<file path="src/rtl/mem_responder.sv">
// Memory-side responder: RAM and switch/LED I/O behind the CPU mem_cmd bus,
// registered read data with a one-cycle valid pulse, sticky error and access counters.
module mem_responder #(
  parameter int                DATA_W    = 16,
  parameter int                ADDR_W    = 9,
  parameter int                MEM_WORDS = 256,
  parameter logic [ADDR_W-1:0] LED_ADDR  = 9'h100,
  parameter logic [ADDR_W-1:0] SW_ADDR   = 9'h140
) (
  input  logic              clk,
  input  logic              rst,
  input  logic [1:0]        mem_cmd,
  input  logic [ADDR_W-1:0] mem_addr,
  input  logic [DATA_W-1:0] write_data,
  input  logic [7:0]        sw,
  output logic [DATA_W-1:0] read_data,
  output logic              rd_valid,
  output logic [7:0]        led,
  output logic              err,
  output logic [15:0]       rd_count,
  output logic [15:0]       wr_count
);

  localparam int IDX_W = $clog2(MEM_WORDS);
  localparam logic [1:0] CMD_RD  = 2'b01;
  localparam logic [1:0] CMD_WR  = 2'b10;
  localparam logic [1:0] CMD_RSV = 2'b11;

  typedef enum logic {IDLE, RD_RESP} state_t;

  state_t            state_q, state_d;
  logic [DATA_W-1:0] read_data_q, read_data_d;
  logic [7:0]        led_q, led_d;
  logic              err_q, err_d;
  logic [15:0]       rd_count_q, rd_count_d;
  logic [15:0]       wr_count_q, wr_count_d;
  logic [7:0]        sw_meta_q, sw_sync_q;
  logic [DATA_W-1:0] mem_q [MEM_WORDS];

  logic              is_ram, is_led, is_sw;
  logic [IDX_W-1:0]  ram_idx;
  logic [DATA_W-1:0] rd_src;
  logic              rd_err;
  logic              ram_we;

  // Zero-extended compare so unmapped addresses can never alias into the RAM index
  always_comb begin
    is_ram  = ({{(32-ADDR_W){1'b0}}, mem_addr} < 32'(MEM_WORDS));
    is_led  = (mem_addr == LED_ADDR);
    is_sw   = (mem_addr == SW_ADDR);
    ram_idx = mem_addr[IDX_W-1:0];
    rd_src  = '0;
    rd_err  = 1'b0;
    if (is_ram) begin
      rd_src = mem_q[ram_idx];
    end else if (is_sw) begin
      rd_src = {{(DATA_W-8){1'b0}}, sw_sync_q};
    end else begin
      rd_err = 1'b1;
    end
  end

  assign ram_we   = (mem_cmd == CMD_WR) && is_ram;
  assign rd_valid = (state_q == RD_RESP);

  always_comb begin
    state_d     = state_q;
    read_data_d = read_data_q;
    led_d       = led_q;
    err_d       = err_q;
    rd_count_d  = rd_count_q;
    wr_count_d  = wr_count_q;

    case (state_q)
      IDLE: begin
        if (mem_cmd == CMD_RD) begin
          read_data_d = rd_src;
          state_d     = RD_RESP;
        end
      end
      RD_RESP: begin
        if (mem_cmd == CMD_RD) begin
          read_data_d = rd_src;
          state_d     = RD_RESP;
        end else begin
          state_d = IDLE;
        end
      end
      default: state_d = IDLE;
    endcase

    if (mem_cmd == CMD_RD && rd_err) begin
      err_d = 1'b1;
    end

    if (mem_cmd == CMD_WR) begin
      if (wr_count_q != 16'hFFFF) begin
        wr_count_d = wr_count_q + 16'd1;
      end
      if (is_led) begin
        led_d = write_data[7:0];
      end else if (!is_ram) begin
        err_d = 1'b1;
      end
    end

    if (mem_cmd == CMD_RSV) begin
      err_d = 1'b1;
    end

    if (rd_valid && rd_count_q != 16'hFFFF) begin
      rd_count_d = rd_count_q + 16'd1;
    end
  end

  always_ff @(posedge clk or negedge rst) begin
    if (!rst) begin
      state_q     <= IDLE;
      read_data_q <= '0;
      led_q       <= '0;
      err_q       <= 1'b0;
      rd_count_q  <= '0;
      wr_count_q  <= '0;
      sw_meta_q   <= '0;
      sw_sync_q   <= '0;
    end else begin
      state_q     <= state_d;
      read_data_q <= read_data_d;
      led_q       <= led_d;
      err_q       <= err_d;
      rd_count_q  <= rd_count_d;
      wr_count_q  <= wr_count_d;
      sw_meta_q   <= sw;
      sw_sync_q   <= sw_meta_q;
    end
  end

  // RAM contents survive reset
  always_ff @(posedge clk) begin
    if (ram_we) begin
      mem_q[ram_idx] <= write_data;
    end
  end

  assign read_data = read_data_q;
  assign led       = led_q;
  assign err       = err_q;
  assign rd_count  = rd_count_q;
  assign wr_count  = wr_count_q;

endmodule

</file>
<file path="config.mk">
export PLATFORM = sky130hd
export DESIGN_NAME = mem_responder
export DESIGN_NICKNAME = d
export VERILOG_FILES = /design/src/rtl/mem_responder.sv
export SDC_FILE = /design/constraint.sdc
export NUM_CORES = 2
export LEC_CHECK = 0
export ABC_AREA = 1
export BUFFER_PORTS_ARGS = -buffer_cell sky130_fd_sc_hd__buf_2
export CAP_MARGIN = 20
export CORE_ASPECT_RATIO = 1.4
export CORE_UTILIZATION = 30
export DETAILED_ROUTE_END_ITERATION = 8
export SETUP_SLACK_MARGIN = 0.02
export SLEW_MARGIN = 5
export SYNTH_ARGS = -nofsm -noshare
export SYNTH_HDL_FRONTEND = slang
export SYNTH_SLANG_ARGS = --single-unit
export TNS_END_PERCENT = 5
</file>
<file path="constraint.sdc">
create_clock -name clk -period 2.5 [get_ports clk]
set_clock_uncertainty 0.05 [all_clocks]
set_input_delay 0.5 -clock clk [delete_from_list [all_inputs] [get_ports clk]]
set_output_delay 0.5 -clock clk [all_outputs]
set_load 0.02 [all_outputs]
</file>
# Word-level counts from Yosys, hierarchy flattened
# Memories as Yosys holds them, arrays and structs flattened.
# Index checks and enable logic that the tools add are counted.
word_totals:
  ff_bits: 74
  latchBits: 0
  ram_bits: 4096
  romBits: 0
  input_bits: 37
  out_inout_bits: 58
  mem_count: 1
mem_list:
  columns: ["memory", "depth", "word_bits", "rd", "rd_clocked_by_memory_dff", "wr", "line", "text"]
  rows:
  - ["mem_q", 256, 16, 1, 0, 1, "38", "logic [DATA_W-1:0] mem_q [MEM_WORDS];"]
classes:
  add_sub_neg: 2
  n_mul: 0
  div: 0
  n_lt_le_gt_ge: 1
  n_eq_ne: 7
  n_shift: 0
  n_mux: 13
  n_bitwise: 0
  reduce_logical: 5
ops:
  columns: ["operator", "count"]
  rows:
  - ["adder 16 x 1 -> 16 bit (second input constant)", 2]
  - ["two-way mux 16 bit", 2]
  - ["!= test 16 bit (second input constant)", 2]
  - ["== test 9 bit (second input constant)", 2]
  - ["two-way mux 1 bit", 10]
  - ["less-than comparator 9 bit (second input constant)", 1]
  - ["two-way mux 8 bit", 1]
  - ["== test 2 bit (second input constant)", 2]
  - ["AND reduction 2 bit", 2]
  - ["logical AND 1 bit", 3]
  - ["== test 2 x 1 -> 1 bit (second input constant)", 1]

# Depth between registers and ports, before layout
depth:
  depth_word: 9
  depth_mapped: 18
  depth_no_buf: 15

# Least setup slack after synthesis
# No wires, ideal clock.
synth_path:
  path_type: "input port to flip-flop"
  from: "input mem_addr[1]"
  to: "memory mem_q[106][0] (enable)"
  setup_ns: 0.388
  arrival_ns: 2.484
  t_required_ns: 2.062
  setup_slack_ns: -0.423
  cell_stages: 10
  path_cell_list: "buf_4 inv_4 nor2_4 buf_2 buf_2 inv_1 nor2_1 nand2_1 clkbuf_1 nor2_1"
synth_between:
  elab_chain_cells: 4
synth_lines:
  columns: ["element", "line", "text"]
  rows:
  - ["start, declared", "13", "input logic [ADDR_W-1:0] mem_addr,"]
  - ["less-than comparator 9 bit", "48", "is_ram = ({{(32-ADDR_W){1'b0}}, mem_addr} < 32'(MEM_WORDS));"]
  - ["logical AND 1 bit", "63", "assign ram_we = (mem_cmd == CMD_WR) && is_ram;"]
  - ["two-way mux 1 bit", "140", "if (ram_we) begin"]
  - ["two-way mux 1 bit (not written as such)", "141", "mem_q[ram_idx] <= write_data;"]
  - ["end, declared", "38", null]
# Parallel ways exist; a longest one is shown, timed or not.

# Worst setup path after layout
layout_path:
  from: "memory mem_q[70][2]"
  to: "register read_data_q[2], in the netlist read_data[2]"
layout_between:
  elab_chain_cells: 3
layout_lines:
  columns: ["element", "line", "text"]
  rows:
  - ["memory read (256 x 16 bit)", null, null]
  - ["two-way mux 16 bit", "54", "if (is_ram) begin"]
  - ["two-way mux 16 bit", "76, 82", null]
  - ["end signal, assigned", "128", "read_data_q <= read_data_d;"]
  - ["end, declared", "32", "logic [DATA_W-1:0] read_data_q, read_data_d;"]
# Every way passes these cells. The select of a mux whose other input is x is not followed.
# A chain may end at the register's enable or synchronous reset.

==> metrics.md <==
| Metric | Value |
|---|---|
| Status | `complete, no violations` |
| P per Cell Area | `723.7 nW/um^2` |
| Drt first pass iters | `6` |
| Mapped Nets | `14790` |
| Max VDD drop | `557.1 uV` |
| Actual slew at the worst max-slew pin | `0.8790 ns` |
| CTS clk-pin slew, worst paths | `0.07 ns` |
| Sequential share of power | `0.521` |
| Rows | `324` |
| Buffers added on ports | `94` |
| Fin. Hold Viols | `0` |
| Final Cycle Share | `0.9982` |
| Cell taking the most area after synthesis | `edfxtp_1` |
| Clock sink count | `4170` |
| I/O Pins | `95` |
| First-pass GRT wire length | `773.5 mm` |
| Critical path's largest stage delay | `0.45 ns` |
| Post-synthesis simple-gate area fraction | `0.2122` |
| Cell with the most instances after synthesis | `nand2_1` |
| CP Launch Type | `register` |
| Synth Area in Compound Gates | `0.01675` |
| Yosys reg bits | `4170` |
| H-tree levels | `5` |
| Number of buffers and inverters on the critical path | `1` |
| Comb power frac | `0.071` |
| CP max-delay cell | `o21ai_0` |
| ANT nets after route | `0` |
| Sequential-to-total area share from yosys stat | `0.7471` |
| Slew headroom | `0.4140` |
| FF-to-FF Start | `mem_q[70][2]$_DFFE_PP_` |
| Leak | `78.14 nW` |
| Remaining Overflow, GRT | `0` |
| Async set-reset flop share out of synthesis | `0.01775` |
| Crit path arrival time | `3.31 ns` |
| Dpl cells | `22970` |
| Die Wd | `632.8 um` |
| Share of Yosys cell area claimed by the top area cell type | `0.7361` |
| Crit-path most repeated cell | `nand2_1` |
| Vias | `113900` |
| DR WL/cell | `22.82 um` |
| Ys flop type | `edfxtp_1` |
| GRT Util Overall | `0.1880` |
| Setup violators final | `0` |
| CTS max path bufs | `4` |
| EDFF count, synth | `4096` |
| Worst-Skew Late Latency | `0.96 ns` |
| Main combinational cell family by area after synthesis | `simple AND/OR/NAND/NOR gates` |
| Post-Syn Instances | `14750` |
| Die area | `560000 sq um` |
| Hold WC Path Type | `in -> reg` |
| Xor and xnor fraction of the mapped netlist area | `0.001468` |
| CP delay by family, top | `simple AND/OR/NAND/NOR gates` |
| Crit path max fanout | `1` |
| CTS tree | `built` |
| Max-cap violation count | `0` |
| Share of layout cells above drive strength 1 | `0.1474` |
| Sw power | `33.89 mW` |
| Max Fclk | `400.7 MHz` |
| Mux cell area share after synthesis | `0.0006065` |
| Fin Setup TNS | `0 ns` |
| Initial antenna violation count | `18` |
| Iter 0 DRT Violations | `11490` |
| Area grow syn2layout | `22.38%` |
| Worst setup EP type | `register` |
| Min Tclk post-route | `2.495 ns` |
| Critical Path Source | `mem_q[70][2]$_DFFE_PP_` |
| Routability cong. | `0.9083` |
| Largest net degree at the start of global routing | `85` |
| Hpwl dp | `359.1 mm` |
| Netlist cell types | `31` |
| CTS buffer count | `372` |
| Core area | `555400 sq um` |
| Slew Limit Fails | `0` |
| Initial Utilization | `0.3009` |
| RSZ-0062 raised after global routing | `true` |
| Worst Hold Launch | `sw[6]` |
| Top cells by area, synth | `edfxtp_1, nand2_1, nor2_1, nand3_1, buf_2` |
| Syn Area/Cell | `11.33 sq um` |
| Number of global-route vias before repair | `110100` |
| CTS Root Cell | `clkbuf_16` |
| Ys Warns | `0` |
| Kind of critical path | `reg -> reg` |
| Layout Cells excl Fill | `23690` |
| Required @ worst endpoint | `3.31 ns` |
| Via density | `4.808` |
| Adder and majority gate portion of the synthesized area | `0.0001498` |
| Worst-path cell chain | `nand2_1, nand2_1, nand2_1, nand2_1, nand2_1, nand2_1, o21ai_0, buf_4, nand2_1, nor2_1, nor2_1, nor2_1, nand2_1, nand2_1, nand2_1` |
| # DRC | `0` |
| Nets | `16080` |
| Most frequent cells after synthesis | `nand2_1, edfxtp_1, nor2_1` |
| Internal Power | `114.1 mW` |
| Clk pwr share | `0.408` |
| Mapped cell area | `167100 sq um` |
| Routed wire length | `540.5 mm` |
| Overall die height | `885.1 um` |
| Net switching fraction of the power | `0.2290` |
==> worst reg2reg max path, delay by kind of cell (launching register included) <==
| family | cells | cell delay, ns |
|---|---|---|
| and+or+nand+nor | 13 | 1.30 |
| AOI/OAI and AO/OA | 1 | 0.45 |
| DFF | 1 | 0.36 |
| buffers and inverters | 1 | 0.22 |
==> sequential cells by signal, indices dropped and copies added, names as in the netlist <==
| register | flops |
|---|---|
| mem_q | 4096 |
| sw_sync_q | 8 |
| led | 8 |
| rd_count | 16 |
| wr_count | 16 |
| read_data | 16 |
| rd_valid | 1 |
| sw_meta_q | 8 |
| err | 1 |
==> final timing paths <==
check	to	slack (ns)	depth (start not counted)
max	read_data[2]$_DFFE_PN0P_	0.005	15
min	sw_meta_q[6]$_DFF_PN0_	0.13	2
max reg2reg	read_data[2]$_DFFE_PN0P_	0.005	15
min reg2reg	sw_sync_q[4]$_DFF_PN0_	0.30	0
max in group asynchronous	wr_count[9]$_DFFE_PN0P_	1.58	4
min in group asynchronous	read_data[8]$_DFFE_PN0P_	0.56	4
==> logic make-up (layout without fill, tap and decap cells) <==
family                     count (synthesis)  count (layout)
and+or+nand+nor                         9166            9166
DFF                                     4170            4170
buffers and inverters                    824            2417
AOI/OAI and AO/OA                        549             549
xor gates and xnor gates                  28              28
muxes                                      9               9
adders and majority gates                  2               2
other                                      0              16
==> final cells by class <==
cell class	instances	area, sq um
Timing Repair Buffer	1662	18190
Clock buffer	416	9664
Inverter	78	340.3
Fill cell	53300	350900
Antenna cell	16	40.04
Sequential cell	4170	124900
Clock inverter	261	2963
Tap cell	7335	9178
Multi-Input combinational cell	9754	39280
==> per-stage QoR <==
step / hold WS [ns] / cell area [sq um] / power, mW / worst slack (ns) / utilization
2_1_floorplan: 0.1544 / 167600 / 82.72 / -0.2899 / -
3_3_place_gp: 0.2842 / 191400 / 88.88 / -2.055 / 0.3447
3_5_place_dp: 0.2857 / 191400 / 88.95 / -1.957 / 0.3447
4_1_cts: 0.07193 / 204400 / 148.5 / -0.01437 / 0.3681
5_1_grt: 0.08266 / 204500 / 151.5 / -0.001583 / 0.3682
6_report: 0.1269 / 204500 / 148.0 / 0.004540 / 0.3682
==> placed cells by master (no fill, tap or decap), types with 34 or more instances in the layout <==
cell type  instances
nor2_1           455
nor2_4            34
clkbuf_1          34
o21ai_0          172
nor2_2           130
inv_1             63
nand2_1         7923
o21ai_1          168
edfxtp_1        4096
clkinv_1          83
clkbuf_16        380
buf_4           1085
a21oi_1          182
buf_2             75
nand4_1          217
clkinv_2          79
nand3_1          379
buf_12           455
dfrtp_1           73
bufinv_16         59
==> per-layer routing <==
metal	wire length, um	up-vias	GRT usage
li1	-	52140	-
met1	202000	56270	0.2241
met2	269300	4484	0.3285
met3	36050	1020	0.02356
met4	33150	6	0.1031
met5	41	-	0
==> power by group through the flow <==
stage	Clock [mW]	Sequential [mW]	Combinational [mW]
after floorplan	0	78.7	4.01
after global placement	0	78.6	10.3
after detailed placement	0	78.6	10.4
after CTS	61.0	77.1	10.5
after global routing	63.3	77.0	11.2
final	60.4	77.1	10.5
==> what timing repair did <==
item                       CTS  global route
hold buffers                30             0
hold endpoints to repair   371             0
resized for setup           23            23
pin swaps                    0             1
buffers inserted             0             0
setup endpoints to repair    6            11
No activity file was read; power rests on OpenSTA's default activity.
